**config.mk**
```make
export PLATFORM = sky130hd
export DESIGN_NAME = universal_shift_engine_flat
export DESIGN_NICKNAME = d
export VERILOG_FILES = /design/src/rtl/universal_shift_engine_if.sv /design/src/rtl/universal_shift_engine.sv /design/src/flat_wrapper.sv
export SDC_FILE = /design/constraint.sdc
export NUM_CORES = 1
export LEC_CHECK = 0
export CAP_MARGIN = 20
export CORE_ASPECT_RATIO = 1.2
export CORE_UTILIZATION = 53
export DETAILED_ROUTE_END_ITERATION = 7
export PLACE_DENSITY = 0.87
export SYNTH_ARGS = -nofsm -noshare
export SYNTH_HDL_FRONTEND = slang
export SYNTH_SLANG_ARGS = --single-unit
export TNS_END_PERCENT = 20
```
**constraint.sdc**
```tcl
create_clock -name clk -period 3.34 [get_ports clk]
set_input_delay 0.668 -clock clk [delete_from_list [all_inputs] [get_ports clk]]
set_output_delay 0.668 -clock clk [all_outputs]
set_load 0.05 [all_outputs]
```
**src/rtl/universal_shift_engine_if.sv**
```systemverilog
// Command/status bundle between a controller and the shift engine.
// The controller drives the master side; the engine implements the slave side.
interface universal_shift_engine_if #(
  parameter int N = 8
);
  localparam int AW = $clog2(N) + 1;

  logic          start;
  logic [2:0]    op;
  logic [AW-1:0] amount;
  logic          abort;
  logic [N-1:0]  D;
  logic          sin;
  logic [N-1:0]  Q;
  logic          Sout;
  logic          busy;
  logic          done;

  modport master (
    output start, op, amount, abort, D, sin,
    input  Q, Sout, busy, done
  );

  modport slave (
    input  start, op, amount, abort, D, sin,
    output Q, Sout, busy, done
  );
endinterface

```
**src/rtl/universal_shift_engine.sv**
```systemverilog
// N-bit shift/rotate engine: bit-serial shifts under a start/busy/done handshake,
// with single-cycle LOAD/CLEAR/NOP and a synchronous abort of running shifts.
module universal_shift_engine #(
  parameter int N = 8
) (
  input logic                      clk,
  input logic                      reset_n,
  universal_shift_engine_if.slave  bus
);
  localparam int AW = $clog2(N) + 1;

  typedef enum logic [2:0] {
    OP_NOP   = 3'b000,
    OP_LOAD  = 3'b001,
    OP_SHL   = 3'b010,
    OP_SHR   = 3'b011,
    OP_ROL   = 3'b100,
    OP_ROR   = 3'b101,
    OP_ASR   = 3'b110,
    OP_CLEAR = 3'b111
  } op_e;

  typedef enum logic {IDLE, SHIFT} state_e;

  state_e        state_q;
  op_e           op_q;
  logic [AW-1:0] cnt_q;
  logic [N-1:0]  q_q;
  logic          done_q;

  op_e           op_d;
  logic [AW-1:0] k_d;
  logic          is_shift_d;
  logic [N-1:0]  step_d;
  logic          sout_d;

  assign op_d       = op_e'(bus.op);
  assign k_d        = (bus.amount > AW'(N)) ? AW'(N) : bus.amount;
  assign is_shift_d = (op_d != OP_NOP) && (op_d != OP_LOAD) && (op_d != OP_CLEAR);

  // One shift step of the latched op; only consumed while in SHIFT.
  // NOTE: every combinational output gets a default first so no path leaves it unassigned (no latch).
  always_comb begin
    step_d = q_q;
    sout_d = 1'b0;
    unique case (op_q)
      OP_SHL: step_d = {q_q[N-2:0], bus.sin};
      OP_SHR: step_d = {bus.sin, q_q[N-1:1]};
      OP_ROL: step_d = {q_q[N-2:0], q_q[N-1]};
      OP_ROR: step_d = {q_q[0], q_q[N-1:1]};
      OP_ASR: step_d = {q_q[N-1], q_q[N-1:1]};
      default: step_d = q_q;
    endcase
    if (state_q == SHIFT) begin
      unique case (op_q)
        OP_SHL, OP_ROL:         sout_d = q_q[N-1];
        OP_SHR, OP_ROR, OP_ASR: sout_d = q_q[0];
        default:                sout_d = 1'b0;
      endcase
    end
  end

  // NOTE: sequential state uses non-blocking assignments so every register samples pre-edge values.
  always_ff @(posedge clk or negedge reset_n) begin
    if (!reset_n) begin
      state_q <= IDLE;
      op_q    <= OP_NOP;
      cnt_q   <= '0;
      q_q     <= '0;
      done_q  <= 1'b0;
    end else begin
      done_q <= 1'b0;
      unique case (state_q)
        IDLE: begin
          // Abort has priority over a start arriving in the same idle cycle.
          if (bus.start && !bus.abort) begin
            unique case (op_d)
              OP_LOAD:  q_q <= bus.D;
              OP_CLEAR: q_q <= '0;
              default:  ;
            endcase
            if (is_shift_d && (k_d != '0)) begin
              state_q <= SHIFT;
              op_q    <= op_d;
              cnt_q   <= k_d;
            end else begin
              done_q  <= 1'b1;
            end
          end
        end
        SHIFT: begin
          if (bus.abort) begin
            state_q <= IDLE;
            cnt_q   <= '0;
          end else begin
            q_q   <= step_d;
            cnt_q <= cnt_q - AW'(1);
            if (cnt_q == AW'(1)) begin
              state_q <= IDLE;
              done_q  <= 1'b1;
            end
          end
        end
        default: state_q <= IDLE;
      endcase
    end
  end

  assign bus.Q    = q_q;
  assign bus.Sout = sout_d;
  assign bus.busy = (state_q == SHIFT);
  assign bus.done = done_q;
endmodule

```
**src/flat_wrapper.sv**
```systemverilog
// flat-port wrapper written by rule: the top's interface ports become plain ports
module universal_shift_engine_flat 
#(
  parameter int N = 8
)
  (clk, reset_n, bus_start, bus_op, bus_amount, bus_abort, bus_D, bus_sin, bus_Q, bus_Sout, bus_busy, bus_done);
  universal_shift_engine_if #(.N(N)) bus_i ();
  input logic clk;
  input logic reset_n;
  input wire logic [$bits(bus_i.start)-1:0] bus_start;
  input wire logic [$bits(bus_i.op)-1:0] bus_op;
  input wire logic [$bits(bus_i.amount)-1:0] bus_amount;
  input wire logic [$bits(bus_i.abort)-1:0] bus_abort;
  input wire logic [$bits(bus_i.D)-1:0] bus_D;
  input wire logic [$bits(bus_i.sin)-1:0] bus_sin;
  output wire logic [$bits(bus_i.Q)-1:0] bus_Q;
  output wire logic [$bits(bus_i.Sout)-1:0] bus_Sout;
  output wire logic [$bits(bus_i.busy)-1:0] bus_busy;
  output wire logic [$bits(bus_i.done)-1:0] bus_done;
  assign bus_i.start = bus_start;
  assign bus_i.op = bus_op;
  assign bus_i.amount = bus_amount;
  assign bus_i.abort = bus_abort;
  assign bus_i.D = bus_D;
  assign bus_i.sin = bus_sin;
  assign bus_Q = bus_i.Q;
  assign bus_Sout = bus_i.Sout;
  assign bus_busy = bus_i.busy;
  assign bus_done = bus_i.done;
  universal_shift_engine #(.N(N)) u_core (.clk(clk), .reset_n(reset_n), .bus(bus_i));
endmodule
```
==> results.md <==
STA:
- The aggregate negative setup slack is 0 ns.
- The minimum clock period is around 3.0 ns.
- Headroom to the max-slew limit came out at 45.18%.
- Setup violations remaining at the end of the flow were counted as 0.
- Derived from the worst setup path, the maximum achievable clock frequency is roughly 330 MHz.
- The number of hold-slack violations in the final timing report is 0.
- The clock skew after layout is a little under 0.006 ns.
- The count of pins over their slew limit is 0.
- Setup repair after global routing left no endpoint under its margin.
- At the pin with the least slew margin, the transition time is 0.8197 ns.
- The share of the cycle needed by the critical path after routing is between 80% and 90%.
- Setup slack closes at 0.3523 ns.

Floorplanning:
- The die is 57.06 um tall.
- The die area is 2732 um2.
- In this run the core area contains 19 standard-cell rows.
- From left edge to right edge, the die measures 47.88 um.
- The region available for standard cell placement spans roughly 2300 um2.
- The number of top-level pins is 31.
- The initial utilization of the core area, before any placement, comes to 57.47%.

Routing:
- The number of nets with antenna violations after routing is 0.
- The average wire length per cell after detail routing is around 15 um.
- The count of vias placed by the detailed router is around 1200.
- The vias per cell is about 6.0.
- The first-pass iteration count of the detailed router is 4.
- Wires add up to 3.083 mm.
- The number of violations reported at the end of detailed-routing iteration 0 is 33.
- The DRC violations left is 0.

Clock tree:
- The register clock-pin slew on the reported worst setup and hold paths is 0.10 ns.
- TritonCTS built the clock tree.
- The number of sinks handled by clock tree synthesis is 17.
- The root cell of the clock tree is sky130_fd_sc_hd__clkbuf_4.
- In this run the number of H-tree levels came out at 1.
- The later pin in the worst-skew pair is clocked with a latency of 0.29 ns.
- Clock tree synthesis inserted a total of 3 buffers.
- After clock tree synthesis, the flow added hold-fix buffers numbering 0.
- Once the clock tree was built, the setup fixing pass inserted 0 buffers.
- The number of gates resized after CTS was 0.
- The maximum count of clock buffers along a single path is 2.

Logic synthesis:
- The flip-flop and latch count after synthesis is 17.
- The number of instances in the synthesized netlist is 146.
- The leading area contributor after synthesis is sky130_fd_sc_hd__dfrtp_1.
- The async set-or-reset flop fraction in the synthesized netlist is 100.0%.
- The mean area per synthesized cell is 9.170 um2.
- By area the synthesized netlist is led by sky130_fd_sc_hd__dfrtp_1 32%, sky130_fd_sc_hd__mux2i_1 8.2%, sky130_fd_sc_hd__nand2_1 5.0%.
- For this run, the leading register cell type out of synthesis is sky130_fd_sc_hd__dfrtp_1.
- Sequential elements use 31.78% of the synthesized area.
- The share of Yosys cell area claimed by the top area cell type is 31.78%.
- When the netlist entered floorplanning its net count stood at 168.
- The count of synthesis-stage warnings from yosys is 0.
- The distinct cell type count of the synthesized netlist is 41.
- The total standard cell area after synthesis is 1339 um2.
- Yosys mapped a number of flops with a built-in enable equal to 0.

Placed design:
- The worst slack after detailed placement is around 0.7 ns.
- Routability-driven placement finished with a final weighted congestion of between 0.7 and 0.8.
- Once placement finished, the instance area stood at about 1600 um2.
- The HPWL after detailed placement is 2.277 mm.
- The placed instance count is 200.
- Input and output buffers added on the ports amount to 30.

Critical path:
- The worst setup path is captured at an output pin.
- The timing startpoint of the critical path is u_core.op_q[0].
- For the worst setup path, the data arrival time is 2.32 ns.
- The highest fanout seen on the critical path is 21.
- The startpoint identified for the worst register-to-register timing path is u_core.bus.busy.
- The startpoint type of the worst setup path is a flop.
- The classification of the worst setup path is flop to output pin.
- The required time of the worst setup path is about 2.7 ns.

Finish:
- The commonest non-fill, non-tap cell in the layout is sky130_fd_sc_hd__clkdlybuf4s50_1.
- The area taken by multi-input logic gates is 850.8 um2.
- The layout filler cell count is 187.
- The non-filler instance count after layout is 204.
- Leaving out fill and tap cells, the most frequent cells in the layout are 30 x sky130_fd_sc_hd__clkdlybuf4s50_1, 18 x sky130_fd_sc_hd__nand2_1, 17 x sky130_fd_sc_hd__dfrtp_1.
- After routing the design area is 1675 um2.
- Cells with a size suffix above 1 make up 9.827% of the layout.
- The final core area utilization is 71.91%.
- The synthesis-to-finish area growth is 25.14%.
- The sequential cells in the finished layout cover a total of 425.4 um2.
- The antenna diode count is 0.
- The final net count is about 200.

Global route:
- Entering global routing, the biggest net connects 23 pins.
- Summed over all layers, the global routing overflow is 0.
- The via count of the first global-routing pass is 1163.
- The number of antenna violations at the first check in global routing is 0.
- The wire length of the first global-routing pass is 5.057 mm.
- Global routing used 25.75% of the available tracks.

Min path:
- The critical hold path startpoint is u_core.cnt_q[0].
- The path class of the tightest hold or removal check is flop to flop.

Pwr:
- The highest ir drop seen on vdd is between 0.5 and 0.6 mV.
- In this run the static leakage power is 0.6622 nW.
- The power density normalized to cell area is 799.7 nW/um2.

Outcome:
- The flow ran to the end, and the final reports show no timing, DRC or antenna violations.

Flow run:
- The max-cap violation count is 0.
==> through the flow <==
stage	total power (W)	hold slack [ns]
after floorplan	0.0009980	0.3724
after global placement	0.001201	0.5461
after detailed placement	0.001227	0.5537
after CTS	0.001340	0.5676
after global routing	0.001428	0.5870
final	0.001340	0.5711
==> metal layers <==
metal	part of all wire (%)	wire (um)	GRT usage, %	vias up
li1	-	-	-	599
met1	45	1378	31.91	583
met2	51	1558	41.70	27
met3	2.8	86	4.747	8
met4	1.9	59	11.90	0
met5	0	0	0	-
==> cell type report <==
cell class,instances,area share [%]
inverters,3,0.6721
clock buffers,4,1.568
flip-flops and latches,17,25.39
well taps,31,2.315
multi-input cells,116,50.78
repair buffers,33,19.27
==> critical path: stages (launching register included) <==
cell                              delay, ns
sky130_fd_sc_hd__dfrtp_1               0.64
sky130_fd_sc_hd__nand2b_1              0.28
sky130_fd_sc_hd__o22ai_1               0.18
sky130_fd_sc_hd__and2_1                0.13
sky130_fd_sc_hd__clkdlybuf4s50_1       0.79
==> cells in the mapped netlist, types with 2 or more instances <==
library cell               number
sky130_fd_sc_hd__a21oi_1        8
sky130_fd_sc_hd__nor3b_1        5
sky130_fd_sc_hd__a21o_1         2
sky130_fd_sc_hd__mux2i_1       11
sky130_fd_sc_hd__xnor2_1        3
sky130_fd_sc_hd__nor2b_1        4
sky130_fd_sc_hd__nand2b_1      10
sky130_fd_sc_hd__o22a_1         7
sky130_fd_sc_hd__dfrtp_1       17
sky130_fd_sc_hd__inv_1          3
sky130_fd_sc_hd__nor2_1         3
sky130_fd_sc_hd__mux2_2         4
sky130_fd_sc_hd__nand2_1       18
sky130_fd_sc_hd__o22ai_1        6
sky130_fd_sc_hd__clkbuf_1       3
sky130_fd_sc_hd__o221ai_1       6
sky130_fd_sc_hd__buf_2          5
sky130_fd_sc_hd__o21ai_0        2
sky130_fd_sc_hd__o211ai_1       2
sky130_fd_sc_hd__ha_1           2
sky130_fd_sc_hd__mux2_4         3
sky130_fd_sc_hd__a31oi_1        3
==> power breakdown <==
| part | internal, W | switching, W |
|---|---|---|
| Sequential | 0.000288 | 0.000162 |
| Combinational | 0.000360 | 0.000417 |
| Clock | 0.0000465 | 0.0000664 |
==> final timing paths <==
| kind | to | depth (start not counted) | slack, ns |
|---|---|---|---|
| setup / recovery | bus_Sout | 4 | 0.35 |
| hold / removal | u_core.cnt_q[0] | 1 | 0.57 |
| setup reg to reg | u_core.bus.Q[4] | 5 | 1.38 |
| hold reg to reg | u_core.cnt_q[0] | 1 | 0.57 |
| max in group asynchronous | u_core.bus.Q[5] | 1 | 1.99 |
| min in group asynchronous | u_core.bus.Q[7] | 1 | 0.83 |
==> cell families after synthesis <==
group           count (synthesis)  share of synthesized area [%]
fa+ha+maj                       3                          2.617
xor+xnor                        4                          2.617
mux                            18                          14.95
compound gates                 41                          22.34
buf+inv                        13                          4.672
flops                          17                          31.78
simple gates                   50                          21.03
==> registers in the layout (all words and copies together), names as in the netlist <==
signal,cells
u_core.bus.Q,8
u_core.cnt_q,4
u_core.op_q,3
u_core.bus.busy,1
u_core.bus.done,1
No activity file was read; power rests on OpenSTA's default activity.
